**config.mk**
```make
export PLATFORM = sky130hd
export DESIGN_NAME = button_conditioner
export DESIGN_NICKNAME = d
export VERILOG_FILES = /design/src/rtl/chess_pkg.sv /design/src/rtl/button_debounce.sv /design/src/rtl/button_conditioner.sv
export SDC_FILE = /design/constraint.sdc
export NUM_CORES = 1
export LEC_CHECK = 0
export ABC_AREA = 1
export CAP_MARGIN = 25
export CORE_ASPECT_RATIO = 1.4
export CORE_MARGIN = 1
export CORE_UTILIZATION = 59
export DETAILED_ROUTE_END_ITERATION = 10
export PLACE_DENSITY = 0.75
export SYNTH_ARGS = -nofsm -noshare
export SYNTH_HDL_FRONTEND = slang
export SYNTH_SLANG_ARGS = --single-unit
```
**constraint.sdc**
```tcl
create_clock -name CLK -period 1.97 [get_ports CLK]
set_input_delay 0.394 -clock CLK [delete_from_list [all_inputs] [get_ports CLK]]
set_output_delay 0.394 -clock CLK [all_outputs]
set_load 0.05 [all_outputs]
```
**src/rtl/chess_pkg.sv**
```systemverilog
// rtl/chess_pkg.sv - shared button indices, priority order, timing defaults and helpers
package chess_pkg;

    localparam int BTN_NUM = 5;

    localparam int BTN_U = 0;
    localparam int BTN_L = 1;
    localparam int BTN_C = 2;
    localparam int BTN_R = 3;
    localparam int BTN_D = 4;

    localparam int DEF_DEBOUNCE_CYCLES = 1000000;
    localparam int DEF_REPEAT_DELAY    = 50000000;
    localparam int DEF_REPEAT_PERIOD   = 20000000;

    typedef logic [2:0] btn_idx_t;

    // Highest priority first.
    localparam btn_idx_t [0:BTN_NUM-1] BTN_PRIORITY = '{
        3'(BTN_C), 3'(BTN_U), 3'(BTN_D), 3'(BTN_L), 3'(BTN_R)
    };

    typedef enum logic [1:0] {
        BTN_IDLE,
        BTN_HELD,
        BTN_REPEAT
    } btn_state_t;

    // One-hot grant of the highest-priority request; the rest are dropped.
    function automatic logic [BTN_NUM-1:0] priority_grant(input logic [BTN_NUM-1:0] req);
        logic [BTN_NUM-1:0] grant;
        logic               found;
        grant = '0;
        found = 1'b0;
        for (int i = 0; i < BTN_NUM; i++) begin
            if (!found && req[BTN_PRIORITY[i]]) begin
                grant[BTN_PRIORITY[i]] = 1'b1;
                found = 1'b1;
            end
        end
        return grant;
    endfunction

endpackage

```
**src/rtl/button_debounce.sv**
```systemverilog
// rtl/button_debounce.sv - one channel: synchronizer, debouncer and press/auto-repeat FSM
module button_debounce
    import chess_pkg::*;
#(
    parameter int DEBOUNCE_CYCLES = DEF_DEBOUNCE_CYCLES,
    parameter int REPEAT_DELAY    = DEF_REPEAT_DELAY,
    parameter int REPEAT_PERIOD   = DEF_REPEAT_PERIOD,
    parameter bit REPEAT_EN       = 1'b1
) (
    input  logic CLK,
    input  logic RESET,
    input  logic btn_raw,
    output logic btn_pulse
);

    localparam int DB_EFF  = (DEBOUNCE_CYCLES < 1) ? 1 : DEBOUNCE_CYCLES;
    localparam int RD_EFF  = (REPEAT_DELAY < 1) ? 1 : REPEAT_DELAY;
    localparam int RP_EFF  = (REPEAT_PERIOD < 1) ? 1 : REPEAT_PERIOD;
    localparam int RPT_MAX = (RD_EFF > RP_EFF) ? RD_EFF : RP_EFF;
    localparam int DB_W    = $clog2(DB_EFF) + 1;
    localparam int RPT_W   = $clog2(RPT_MAX) + 1;

    localparam logic [DB_W-1:0]  DB_LAST = DB_W'(DB_EFF - 1);
    localparam logic [RPT_W-1:0] RD_LAST = RPT_W'(RD_EFF - 1);
    localparam logic [RPT_W-1:0] RP_LAST = RPT_W'(RP_EFF - 1);

    logic [1:0]       sync_q;
    logic             synced;
    logic             db_level;
    logic [DB_W-1:0]  db_cnt;
    btn_state_t       state_q, state_d;
    logic [RPT_W-1:0] rpt_cnt_q, rpt_cnt_d;
    logic             pulse_q, pulse_d;

    assign synced    = sync_q[1];
    assign btn_pulse = pulse_q;

    always_ff @(posedge CLK or negedge RESET) begin
        if (!RESET) begin
            sync_q <= 2'b00;
        end else begin
            sync_q <= {sync_q[0], btn_raw};
        end
    end

    // The level flips only after DB_EFF consecutive disagreeing cycles.
    always_ff @(posedge CLK or negedge RESET) begin
        if (!RESET) begin
            db_level <= 1'b0;
            db_cnt   <= '0;
        end else if (synced == db_level) begin
            db_cnt <= '0;
        end else if (db_cnt >= DB_LAST) begin
            db_level <= ~db_level;
            db_cnt   <= '0;
        end else begin
            db_cnt <= db_cnt + 1'b1;
        end
    end

    always_ff @(posedge CLK or negedge RESET) begin
        if (!RESET) begin
            state_q   <= BTN_IDLE;
            rpt_cnt_q <= '0;
            pulse_q   <= 1'b0;
        end else begin
            state_q   <= state_d;
            rpt_cnt_q <= rpt_cnt_d;
            pulse_q   <= pulse_d;
        end
    end

    always_comb begin
        state_d   = state_q;
        rpt_cnt_d = rpt_cnt_q;
        pulse_d   = 1'b0;
        case (state_q)
            BTN_IDLE: begin
                rpt_cnt_d = '0;
                if (db_level) begin
                    state_d = BTN_HELD;
                    pulse_d = 1'b1;
                end
            end
            BTN_HELD: begin
                if (!db_level) begin
                    state_d   = BTN_IDLE;
                    rpt_cnt_d = '0;
                end else if (REPEAT_EN) begin
                    if (rpt_cnt_q >= RD_LAST) begin
                        state_d   = BTN_REPEAT;
                        rpt_cnt_d = '0;
                        pulse_d   = 1'b1;
                    end else begin
                        rpt_cnt_d = rpt_cnt_q + 1'b1;
                    end
                end
            end
            BTN_REPEAT: begin
                if (!db_level) begin
                    state_d   = BTN_IDLE;
                    rpt_cnt_d = '0;
                end else if (rpt_cnt_q >= RP_LAST) begin
                    rpt_cnt_d = '0;
                    pulse_d   = 1'b1;
                end else begin
                    rpt_cnt_d = rpt_cnt_q + 1'b1;
                end
            end
            default: begin
                state_d   = BTN_IDLE;
                rpt_cnt_d = '0;
            end
        endcase
    end

endmodule

```
**src/rtl/button_conditioner.sv**
```systemverilog
// rtl/button_conditioner.sv - five debounced push-button channels with a fixed-priority one-hot output
module button_conditioner
    import chess_pkg::*;
#(
    parameter int DEBOUNCE_CYCLES = DEF_DEBOUNCE_CYCLES,
    parameter int REPEAT_DELAY    = DEF_REPEAT_DELAY,
    parameter int REPEAT_PERIOD   = DEF_REPEAT_PERIOD
) (
    input  logic CLK,
    input  logic RESET,
    input  logic BtnU_raw,
    input  logic BtnL_raw,
    input  logic BtnC_raw,
    input  logic BtnR_raw,
    input  logic BtnD_raw,
    output logic BtnU,
    output logic BtnL,
    output logic BtnC,
    output logic BtnR,
    output logic BtnD
);

    logic [BTN_NUM-1:0] raw_vec;
    logic [BTN_NUM-1:0] pulse_vec;
    logic [BTN_NUM-1:0] out_q;

    always_comb begin
        raw_vec        = '0;
        raw_vec[BTN_U] = BtnU_raw;
        raw_vec[BTN_L] = BtnL_raw;
        raw_vec[BTN_C] = BtnC_raw;
        raw_vec[BTN_R] = BtnR_raw;
        raw_vec[BTN_D] = BtnD_raw;
    end

    // The centre button confirms a selection, so it never auto-repeats.
    for (genvar i = 0; i < BTN_NUM; i++) begin : g_chan
        button_debounce #(
            .DEBOUNCE_CYCLES (DEBOUNCE_CYCLES),
            .REPEAT_DELAY    (REPEAT_DELAY),
            .REPEAT_PERIOD   (REPEAT_PERIOD),
            .REPEAT_EN       (i != BTN_C)
        ) u_chan (
            .CLK       (CLK),
            .RESET     (RESET),
            .btn_raw   (raw_vec[i]),
            .btn_pulse (pulse_vec[i])
        );
    end

    always_ff @(posedge CLK or negedge RESET) begin
        if (!RESET) begin
            out_q <= '0;
        end else begin
            out_q <= priority_grant(pulse_vec);
        end
    end

    assign BtnU = out_q[BTN_U];
    assign BtnL = out_q[BTN_L];
    assign BtnC = out_q[BTN_C];
    assign BtnR = out_q[BTN_R];
    assign BtnD = out_q[BTN_D];

endmodule

```
# --- After elaboration in Yosys (flattened, before gate mapping) ---
# Index checks and enable logic that the tools add are counted.
totals:
  reg_bits: 275
  latchBits: 0
  mem_bits_rw: 0
  romBits: 0
  input_bits: 7
  out_inout_bits: 5
  word_cells: 212
  memories: 0
classes:
  addsub: 10
  n_mul: 0
  div_mod_pow: 0
  n_lt_le_gt_ge: 14
  n_eq_ne: 30
  shifts: 0
  n_mux: 93
  bitwise_logic: 10
  n_reduce_logical: 24
op_table:
  columns: ["cell", "n"]
  rows:
  - ["27-bit two-way mux", 19]
  - ["27-bit one-hot mux with 2 select lines", 5]
  - ["21-bit two-way mux", 10]
  - ["27-bit by 1-bit adder with 27-bit output (second input constant)", 5]
  - ["27-bit by 25-bit >= comparator with 1-bit output (second input constant)", 5]
  - ["27-bit by 26-bit >= comparator with 1-bit output (second input constant)", 4]
  - ["21-bit by 1-bit adder with 21-bit output (second input constant)", 5]
  - ["21-bit by 20-bit >= comparator with 1-bit output (second input constant)", 5]
  - ["2-bit two-way mux", 18]
  - ["1-bit two-way mux", 31]
  - ["2-bit one-hot mux with 3 select lines", 4]
  - ["2-bit inequality test (second input constant)", 6]
  - ["3-bit inequality test (second input constant)", 4]
  - ["1-bit one-hot mux with 3 select lines", 4]
  - ["2-bit AND reduction", 6]
  - ["3-bit AND reduction", 4]
  - ["2-bit by 1-bit == test with 1-bit output (second input constant)", 5]
  - ["2-bit == test (second input constant)", 5]
  - ["2-bit zero test", 5]
  - ["2-bit by 1-bit inequality test with 1-bit output (second input constant)", 5]
  - ["1-bit NOT", 10]
  - ["1-bit == test", 5]
  - ["1-bit logical AND", 4]
  - ["1-bit zero test", 4]
  - ["3 further kinds", 3]

# --- Logic depth before layout (Yosys ltp) ---
# Gate-level depths: netlist of the first run.
logic_depth:
  ltp_word: 13
  mapped_depth: 13
  ltp_nobuf: 12

# --- By module ---
# From an unflattened synthesis of the first run, not the netlist that was laid out.
hier_totals:
  hier_cells: 1965
  hier_area_um2: 14858.0
by_module_without_submodules:
  columns: ["module", "n_inst", "cells_each", "area_per_inst_um2", "seq_area_each_um2"]
  rows:
  - ["button_debounce at g_chan[0].u_chan ...", 2, 437, 3241.9, 1351.3]
  - ["button_debounce at g_chan[3].u_chan", 1, 453, 3570.9, 1351.3]
  - ["button_debounce at g_chan[4].u_chan", 1, 444, 3253.1, 1351.3]
  - ["button_debounce at g_chan[2].u_chan", 1, 179, 1386.3, 650.6]
  - ["button_conditioner", 1, 15, 163.9, 125.1]

# --- Worst setup path after synthesis of the first run ---
# Ideal clock, no wire load.
synth_timing:
  path_type: "register to register"
  from: "reg g_chan[4].u_chan.rpt_cnt_q[0]"
  to: "reg g_chan[4].u_chan.rpt_cnt_q[17]"
  setup_time_ns: 0.069
  t_arrival_ns: 1.604
  t_required_ns: 1.901
  path_slack_ns: 0.297
  stages_incl_launch_ff: 12
  n_path_buf: 1
  synth_period_minus_slack_ns: 1.673
  path_cell_list: "dfrtp_1 > ha_1 > nand3_2 > inv_1 > nand2_1 > nor2_1 > nand2_1 > nand3_2 > o21ai_2 > nand2_4 > buf_12 > nor2_2"
synth_via:
  elab_chain_cells: 4
  word_cells_on_any_way: 8
  classes_between: "add/sub (1); order compare (2); mux (5)"
synth_lines:
  columns: ["item", "line", "text"]
  rows:
  - ["start, declared", "button_debounce.sv:32", "logic [RPT_W-1:0] rpt_cnt_q, rpt_cnt_d;"]
  - ["start signal, assigned", "button_debounce.sv:68", "rpt_cnt_q <= rpt_cnt_d;"]
  - ["27-bit by 1-bit adder with 27-bit output (tied with other cells)", "button_debounce.sv:95, button_debounce.sv:107", null]
  - ["27-bit two-way mux (on tied branches)", "button_debounce.sv:103, button_debounce.sv:90", null]
  - ["27-bit two-way mux (on tied branches)", "button_debounce.sv:100, button_debounce.sv:86", null]
  - ["27-bit one-hot mux with 2 select lines *", "button_debounce.sv:77", "case (state_q)"]
  - ["via g_chan[4].u_chan.rpt_cnt_d[17]", "button_debounce.sv:32", null]
# The timed path passes the listed nets; every way through them passes the cells marked *.
# A chain may end at the register's enable or synchronous reset.

# --- Worst setup path in the final report of the first run ---
layout_timing:
  from: "reg g_chan[2].u_chan.db_cnt[0]"
  to: "reg g_chan[2].u_chan.db_cnt[14]"
layout_via:
  elab_chain_cells: 3
  word_cells_on_any_way: 4
  classes_between: "add/sub (1); order compare (1); mux (2)"
layout_lines:
  columns: ["item", "line", "text"]
  rows:
  - ["start, declared", "button_debounce.sv:30", "logic [DB_W-1:0] db_cnt;"]
  - ["start signal, assigned", "button_debounce.sv:57", "db_cnt <= db_cnt + 1'b1;"]
  - ["21-bit by 1-bit adder with 21-bit output / 21-bit by 20-bit >= comparator with 1-bit output (equally long branches)", "button_debounce.sv:57, button_debounce.sv:53", null]
  - ["21-bit two-way mux *", "button_debounce.sv:53", "end else if (db_cnt >= DB_LAST) begin"]
  - ["21-bit two-way mux *", "button_debounce.sv:51", "end else if (synced == db_level) begin"]
# Every way passes the cells marked *; elsewhere a longest branch is shown, timed or not.

==> impl_metrics.yaml, run 1 <==
run_status:
  outcome: "finished clean"
placed_design:
  placed_cells: 2294
  gp_congestion: 0.939
  dpl.hpwl_um: 22200
  io_buffers: 11
synthesis:
  synth_fa_ha_area_share_pct: 2.23
  synthArstFlopShare_pct: 100
  ys.flop_type: "dfrtp_1"
  synth-xor-area-share_pct: 6.73
  synthesis.area_um2: 14600
  synth_edf_count: 0
  synth-compound-area-share_pct: 4.13
  ys_types: 46
  syn_inst: 1957
  yosysWarnings: 0
  synth_simple_gate_area_share_pct: 36.7
  synth.area.mux_share_pct: 0
  synth_top_family_by_area: "simple AND/OR/NAND/NOR gates"
  synth_area_per_cell_um2: 7.45
  yosysSeqAreaShare_pct: 42.4
  synth_seq_cells: 247
hold_path:
  worstHoldPathType: "in2reg"
  min_from: "BtnC_raw"
  hold_depth: 1
cells_and_area:
  final-seq-area_um2: 6180
  syn_to_final_growth_pct: 12.0
  multi_input_area_um2: 7360
  fin_cells: 2349
  drive_gt1_share_pct: 9.91
  fillers: 1981
  final_util_pct: 67.9
  num_antenna_cells: 0
  finish.net_count: 2052
route:
  drt_pass1_iterations: 5
  drc: 0
  viasPerCell: 5.24
  ant_nets: 0
  drtIter0Drc: 730
  routedWlPerCell_um: 12.8
  routed_wl_um: 30200
  num_vias: 12300
timing:
  finalHoldViolCount: 0
  finalSetupViolations: 0
  period_needed_ns: 1.87
  max_freq_ghz: 0.535
  drv_slew: 0
  fin_skew_ns: 0.0119
  tightest_slew_ns: 0.508
  period_share_pct: 94.9
  timing.slew.headroom_pct: 66.2
worst_setup_path:
  critPathLaunchType: "flip-flop"
  regToRegSetupSlack_ns: 0.10
  reg2regPathDepth: 10
  r2r_end: "g_chan[2].u_chan.db_cnt[14]"
  required_ns: 2.40
  reg2reg_from: "g_chan[2].u_chan.db_cnt[0]"
  arrival_ns: 2.30
  path_class: "reg2reg"
  end_kind: "flip-flop"
  cp_max_fo: 7
  endpoint: "g_chan[2].u_chan.db_cnt[14]"
  crit_start: "g_chan[2].u_chan.db_cnt[0]"
clock_tree:
  cts_max_level: 1
  tritoncts: "done"
  clkTransAtPathRegs_ns: 0.06
  cts.sinks: 247
  clk_latency_ns: 0.54
  cts_buffers: 26
  clock_path_buffers: 3
  cts_root_buf: "clkbuf_16"
die:
  die-area_um2: 25400
  fp.dieW_um: 135
  coreArea_um2: 24100
  fp-row-count: 67
  pin_count: 12
  die_y_um: 188
  initial_utilization_pct: 60.6
grt:
  grt_use_total_pct: 24.9
  grt_max_degree: 67
  grt_pass1_wl_um: 52500
  grt_pass1_vias: 12100
  antenna_found_initial: 0
  gr-total-overflow: 0
power:
  power.leakage_uw: 0.00710
  irDropWorstVdd_uv: 786
  fin_total_pwr_uw: 12400
  power_density_nw_per_um2: 758
run:
  drv.max_cap_violation_count: 0
## cells in the mapped netlist (17+ instances only)
cell	number	area share [%]
a21oi_1	26	0.89
dfrtp_1	247	42
ha_1	26	2.2
inv_1	248	6.4
nand2_1	457	12
nand3_1	127	4.4
nand4_1	61	2.6
nor2_1	364	9.4
nor2_2	33	1.4
nor2_4	21	1.6
nor3_1	48	1.6
nor4_1	17	0.73
o21ai_0	51	1.8
xnor2_1	36	2.2
xor2_1	76	4.6
## power by group
part           internal (uW)  total, uW  switching [uW]
registers               5290       5480             185
logic                    577       1720            1140
clock network           3190       5180            1990
total                   9060      12400            3310
## critical path, cell delays in order (launching register included)
cell and delay (ns):
dfrtp_2 0.42, ha_1 0.21, inv_1 0.07, nor2_2 0.19, nand4_1 0.21, nor2_4 0.19, nand2_1 0.13, inv_1 0.10
nand2_1 0.07, o22ai_1 0.12, nor2_1 0.06
## logic make-up (layout without fill, tap and decap cells)
group                      after synthesis  in the layout
other                                    1              9
adders and majority gates               26             26
AOI/OAI and AO/OA                      106            106
xor gates and xnor gates               112            112
and+or+nand+nor                       1182           1182
buffers and inverters                  283            357
DFF                                    247            247
## through the flow
step | setup WS (ns) | TNS [ns] | hold WS [ns] | cell area (um^2)
3_3_place_gp | 0.129 | 0 | 0.316 | 15300
4_1_cts | 0.0618 | 0 | 0.268 | 16200
5_1_grt | -0.0106 | -0.0176 | 0.295 | 16300
6_report | 0.100 | 0 | 0.293 | 16300
2_1_floorplan | 0.297 | 0 | 0.0984 | 14600
3_5_place_dp | 0.0621 | 0 | 0.317 | 15300
## worst min-delay path by stage
stage,to,slack (ns)
after global routing,g_chan[0].u_chan.sync_q[0],0.29
after CTS,g_chan[2].u_chan.sync_q[0],0.27
final,g_chan[2].u_chan.sync_q[0],0.29
after floorplan,g_chan[0].u_chan.btn_pulse,0.1
after global placement,g_chan[4].u_chan.db_cnt[14],0.32
after detailed placement,g_chan[0].u_chan.rpt_cnt_q[17],0.32
## layer usage
metal	track usage, %	share of wire (%)	up-vias
met5	0	0	-
met4	9.64	3.4	0
met3	2.65	3.1	76
met2	44.9	51	223
met1	30.0	43	5705
li1	-	-	6297
## cell usage in the layout (no fill, tap or decap), drive strengths merged, types with 31 or more instances in the layout
cell type	n
clkbuf	41
o21ai	54
xor2	76
xnor2	36
buf	35
nand2	473
inv	262
nor3	56
nor2	418
nand4	68
dfrtp	247
nand3	131
a21oi	31
## timing repair
item	in CTS	in global routing
hold endpoints to repair	37	0
pin swaps	0	3
setup buffers	0	5
cloned	0	1
resized for setup	6	13
hold buffers	1	0
endpoints found under the setup margin	6	63
## flip-flops by register name, indices dropped and copies added, names as in the netlist
| signal | count |
|---|---|
| g_chan.u_chan.db_level | 5 |
| g_chan.u_chan.sync_q | 10 |
| out_q | 5 |
| g_chan.u_chan.rpt_cnt_q | 108 |
| g_chan.u_chan.db_cnt | 105 |
| g_chan.u_chan.state_q | 9 |
| g_chan.u_chan.btn_pulse | 5 |
## layout make-up
type / count / area share, %
clock inverters: 8 / 0.736
multi-input cells: 1435 / 45.1
inverters: 262 / 6.02
flip-flops and latches: 247 / 37.9
clock buffers: 40 / 4.93
repair buffers: 47 / 2.98
well taps: 310 / 2.38
Note: power is estimated with default switching activity, not from simulation.
==> run 2: changes to the inputs <==
--- a/config.mk
+++ b/config.mk
@@ -10,6 +10,7 @@
 export CORE_ASPECT_RATIO = 1.4
 export CORE_MARGIN = 1
 export CORE_UTILIZATION = 59
+export CTS_BUF_LIST = sky130_fd_sc_hd__clkbuf_8 sky130_fd_sc_hd__clkbuf_16
 export DETAILED_ROUTE_END_ITERATION = 10
 export PLACE_DENSITY = 0.75
 export SYNTH_ARGS = -nofsm -noshare
==> impl_metrics.yaml, run 2 (synthesis gave the netlist of run 1 again) <==
route:
  viasPerCell: 5.23
  ant_nets: 0
  routed_wl_um: 30200
  num_vias: 12300
  routedWlPerCell_um: 12.8
  drc: 0
  drtIter0Drc: 725
  drt_pass1_iterations: 7
placed_design:
  dpl.hpwl_um: 22200
  gp_congestion: 0.939
  io_buffers: 11
  place_area_um2: 15300
die:
  pin_count: 12
  die_y_um: 188
  die-area_um2: 25400
  coreArea_um2: 24100
  fp.dieW_um: 135
  fp-row-count: 67
  initial_utilization_pct: 60.6
run_status:
  outcome: "finished clean"
grt:
  antenna_found_initial: 0
  grt_use_total_pct: 24.9
  grt_pass1_wl_um: 52500
  gr-total-overflow: 0
  grt_max_degree: 67
  grt_pass1_vias: 12100
cells_and_area:
  multi_input_area_um2: 7360
  top_regs: "g_chan.u_chan.rpt_cnt_q x108, g_chan.u_chan.db_cnt x105, g_chan.u_chan.sync_q x10"
  final-seq-area_um2: 6180
  largest-register: "g_chan.u_chan.rpt_cnt_q"
  syn_to_final_growth_pct: 12.0
  finish.net_count: 2052
  fillers: 1981
  design_area_um2: 16300
  mostFrequentLayoutCells: "nand2_1 (457), nor2_1 (361), inv_1 (253), dfrtp_1 (246), nand3_1 (126)"
  final_common_cell: "nand2_1"
  drive_gt1_share_pct: 9.91
  largest_register_ffs: 108
  num_antenna_cells: 0
worst_setup_path:
  required_ns: 2.40
  path_class: "reg2reg"
  crit_path_top_delay_cell: "dfrtp_2"
  end_kind: "flip-flop"
  cp_max_fo: 7
  max_stage_delay_ns: 0.42
  critPathLaunchType: "flip-flop"
  regToRegSetupSlack_ns: 0.1
  arrival_ns: 2.30
  crit_chain: "ha_1 > inv_1 > nor2_2 > nand4_1 > nor2_4 > nand2_1 > inv_1 > nand2_1 > o22ai_1 > nor2_1"
timing:
  period_share_pct: 95.0
  fin_setup_tns_ns: 0
  drv_slew: 0
  finalSetupViolations: 0
  fin_skew_ns: 0.0105
  period_needed_ns: 1.87
  tightest_slew_ns: 0.508
  max_freq_ghz: 0.534
  timing.slew.headroom_pct: 66.2
  finalHoldViolCount: 0
clock_tree:
  cts_max_level: 1
  tritoncts: "done"
  cts_root_buf: "clkbuf_16"
  clkTransAtPathRegs_ns: 0.06
  cts_buffers: 26
  clock_path_buffers: 3
  cts.sinks: 247
  clk_latency_ns: 0.54
power:
  power.leakage_uw: 0.00712
  irDropWorstVdd_uv: 786
  power_density_nw_per_um2: 756
  fin_total_pwr_uw: 12300
hold_path:
  worstHoldPathType: "in2reg"
run:
  drv.max_cap_violation_count: 0
-- run 2: per-stage QoR --
step,std cells,util (%),hold slack [ns],worst slack [ns]
3_5_place_dp,2294,63.4,0.317,0.0621
5_1_grt,2349,67.9,0.295,-0.0106
4_1_cts,2343,67.3,0.268,0.0618
6_report,2349,67.9,0.293,0.0980
2_1_floorplan,1965,-,0.0984,0.297
3_3_place_gp,2294,63.4,0.316,0.129
-- run 2: path summary, 6_finish.rpt --
kind                                             from                              to  cells past startpoint
hold reg to reg            g_chan[4].u_chan.sync_q[0]      g_chan[4].u_chan.sync_q[1]                      0
max in group asynchronous                       RESET      g_chan[2].u_chan.db_cnt[0]                      3
setup reg to reg           g_chan[2].u_chan.db_cnt[0]     g_chan[2].u_chan.db_cnt[14]                     10
min in group asynchronous                       RESET  g_chan[0].u_chan.rpt_cnt_q[20]                      2
hold / removal                               BtnC_raw      g_chan[2].u_chan.sync_q[0]                      1
setup / recovery           g_chan[2].u_chan.db_cnt[0]     g_chan[2].u_chan.db_cnt[14]                     10
-- run 2: where the power goes --
part / internal [uW] / total (uW) / switching (uW)
combinational: 577 / 1710 / 1140
sequential: 5290 / 5480 / 186
clock: 3170 / 5160 / 1990
-- run 2: worst max-delay path, delay by kind of cell (launching register included) --
kind	cells	cell delay, ns
buffers and inverters	2	0.17
adder cells (fa/ha/maj)	1	0.21
AO/OA/AOI/OAI	1	0.12
flip-flops	1	0.42
AND/OR/NAND/NOR	6	0.85
-- run 2: cell type report --
class | instances | share of cell area, %
Sequential cell | 247 | 37.9
Clock inverter | 13 | 0.851
Tap cell | 310 | 2.38
Multi-Input combinational cell | 1435 | 45.1
Clock buffer | 35 | 4.81
Timing Repair Buffer | 47 | 2.98
Inverter | 262 | 6.02
-- run 2: per-layer routing --
metal	GRT usage (%)	vias to the layer above	part of all wire [%]
met5	0	-	0
met4	9.64	0	3.4
met2	44.9	223	51
met3	2.65	76	3.1
li1	-	6298	-
met1	30.0	5687	43
-- run 2: repair_timing --
action | 4_1_cts | 5_1_grt
setup endpoints to repair | 6 | 63
pin swaps | 0 | 3
resized for setup | 6 | 13
endpoints found under the hold margin | 37 | 0
hold buffers | 1 | 0
setup buffers | 0 | 5
cloned | 0 | 1
==> run 3: changes to the inputs <==
==> constraint.sdc (replaced) <==
create_clock -name CLK -period 2 [get_ports CLK]
set_input_delay 0.4 -clock CLK [delete_from_list [all_inputs] [get_ports CLK]]
set_output_delay 0.4 -clock CLK [all_outputs]
set_load 0.05 [all_outputs]
==> impl_metrics.yaml, run 3 (synthesis gave the netlist of run 1 again) <==
clock_tree:
  clkTransAtPathRegs_ns: 0.06
  tritoncts: "done"
  cts_buffers: 26
  cts.sinks: 247
  clock_path_buffers: 3
  clk_latency_ns: 0.53
  cts_root_buf: "clkbuf_16"
  cts_max_level: 1
power:
  power.leakage_uw: 0.00713
  irDropWorstVdd_uv: 862
  power_density_nw_per_um2: 747
worst_setup_path:
  reg2reg_from: "g_chan[1].u_chan.rpt_cnt_q[0]"
  end_kind: "flip-flop"
  arrival_ns: 2.29
  endpoint: "g_chan[1].u_chan.rpt_cnt_q[19]"
  crit_chain: "ha_2 > nand2_1 > nor2_4 > nand2_1 > nor2_2 > nand3_2 > nand4_4 > nand2_2 > nand2_4 > clkbuf_16 > nor2_1"
  path_class: "reg2reg"
  max_stage_delay_ns: 0.37
  crit_start: "g_chan[1].u_chan.rpt_cnt_q[0]"
  critPathLaunchType: "flip-flop"
  cp_max_fo: 10
  crit_path_top_delay_cell: "dfrtp_1"
  r2r_end: "g_chan[1].u_chan.rpt_cnt_q[19]"
  crit_family: "simple AND/OR/NAND/NOR gates"
  regToRegSetupSlack_ns: 0.12
  crit_buf_inv: 1
  required_ns: 2.42
  worst-path-stages: 11
  crit_top_cell: "nand2_1"
  reg2regPathDepth: 11
grt:
  grt_pass1_vias: 12500
  grt_max_degree: 55
  antenna_found_initial: 0
  grt_pass1_wl_um: 54400
  gr-total-overflow: 0
  grt_use_total_pct: 25.7
cells_and_area:
  multi_input_area_um2: 7350
  mostFrequentLayoutCells: "nand2_1 (457), nor2_1 (358), inv_1 (251), dfrtp_1 (246), nand3_1 (126)"
  final_common_cell: "nand2_1"
  top_regs: "g_chan.u_chan.rpt_cnt_q x108, g_chan.u_chan.db_cnt x105, g_chan.u_chan.sync_q x10"
  design_area_um2: 16300
  finish.net_count: 2050
  drive_gt1_share_pct: 9.88
  fillers: 2038
  final-seq-area_um2: 6180
  largest-register: "g_chan.u_chan.rpt_cnt_q"
  largest_register_ffs: 108
  syn_to_final_growth_pct: 11.8
  fin_cells: 2344
  num_antenna_cells: 0
placed_design:
  placed_cells: 2293
  io_buffers: 11
  dpl.hpwl_um: 22500
  gp_congestion: 0.960
  place_area_um2: 15300
  place_ws_ns: 0.0934
route:
  drtIter0Drc: 753
  num_vias: 12400
  routedWlPerCell_um: 13.2
  ant_nets: 0
  drc: 0
  viasPerCell: 5.30
  drt_pass1_iterations: 5
  routed_wl_um: 31000
die:
  fp-row-count: 67
  die_y_um: 188
  initial_utilization_pct: 60.6
  pin_count: 12
  die-area_um2: 25400
  coreArea_um2: 24100
  fp.dieW_um: 135
timing:
  whs_ns: 0.306
  drv_slew: 0
  max_freq_ghz: 0.533
  period_needed_ns: 1.88
  finalHoldViolCount: 0
  fin_setup_tns_ns: 0
  fin_ws_ns: 0.124
  period_share_pct: 93.8
  finalSetupViolations: 0
  fin_skew_ns: 0.0116
run_status:
  outcome: "finished clean"
hold_path:
  worstHoldPathType: "in2reg"
run:
  drv.max_cap_violation_count: 0
run 3: cell types whose count changed in the layout (fill, tap and decap cells not counted), moves of 2 or more:
cell | previous run | this run
inv_1 | 253 | 251
buf_4 | 27 | 24
clkinvlp_4 | 2 | 0
nor2_1 | 361 | 358
clkinv_2 | 3 | 5
nor2_2 | 34 | 37
nand2_4 | 2 | 4
clkbuf_8 | 8 | 5
nor3_2 | 9 | 7
nor3_1 | 46 | 48
run 3: stage by stage:
stage	util (%)	power (uW)
after floorplan	-	6600
after global placement	63.4	7090
after detailed placement	63.4	7160
after CTS	67.2	12300
after global routing	67.8	12700
final	67.8	12200
run 3: layout make-up:
cell class	count	area share, %
well taps	310	2.38
inverters	262	6.03
repair buffers	45	3.00
clock inverters	13	1.01
flip-flops and latches	247	37.9
multi-input cells	1435	45.1
clock buffers	32	4.57
run 3: how the worst min path moves through the flow:
stage	end	slack, ns	from	cells after the start
3_3_place_gp	g_chan[3].u_chan.sync_q[1]	0.33	g_chan[3].u_chan.sync_q[0]	0
3_5_place_dp	g_chan[3].u_chan.sync_q[1]	0.34	g_chan[3].u_chan.sync_q[0]	0
6_report	g_chan[2].u_chan.sync_q[0]	0.31	BtnC_raw	1
4_1_cts	g_chan[2].u_chan.sync_q[0]	0.29	BtnC_raw	1
2_1_floorplan	g_chan[0].u_chan.btn_pulse	0.10	RESET	0
5_1_grt	g_chan[2].u_chan.sync_q[0]	0.30	BtnC_raw	1
run 3: worst reg2reg max path, cell delays in order, from the launching register on:
cell,delay (ns)
dfrtp_1,0.37
ha_2,0.21
nand2_1,0.09
nor2_4,0.18
nand2_1,0.14
nor2_2,0.11
nand3_2,0.11
nand4_4,0.13
nand2_2,0.10
nand2_4,0.11
clkbuf_16,0.18
nor2_1,0.05
run 3: where the power goes:
group,switching [uW],internal (uW)
registers,178,5210
logic,1130,567
clock network,1950,3130
run 3: what timing repair did:
| action | in CTS | in global routing |
|---|---|---|
| hold buffers | 1 | 0 |
| setup endpoints to repair | 5 | 46 |
| cloned | 0 | 2 |
| setup buffers | 0 | 3 |
| hold endpoints to repair | 48 | 0 |
| resized for setup | 5 | 16 |
| pin swaps | 0 | 2 |
run 3: routing by layer:
layer,vias to the layer above,GRT usage [%],part of all wire (%)
li1,6306,-,-
met1,5822,31.2,42
met2,218,46.7,51
met3,71,2.73,3.4
met4,0,9.12,2.9
met5,-,0,0
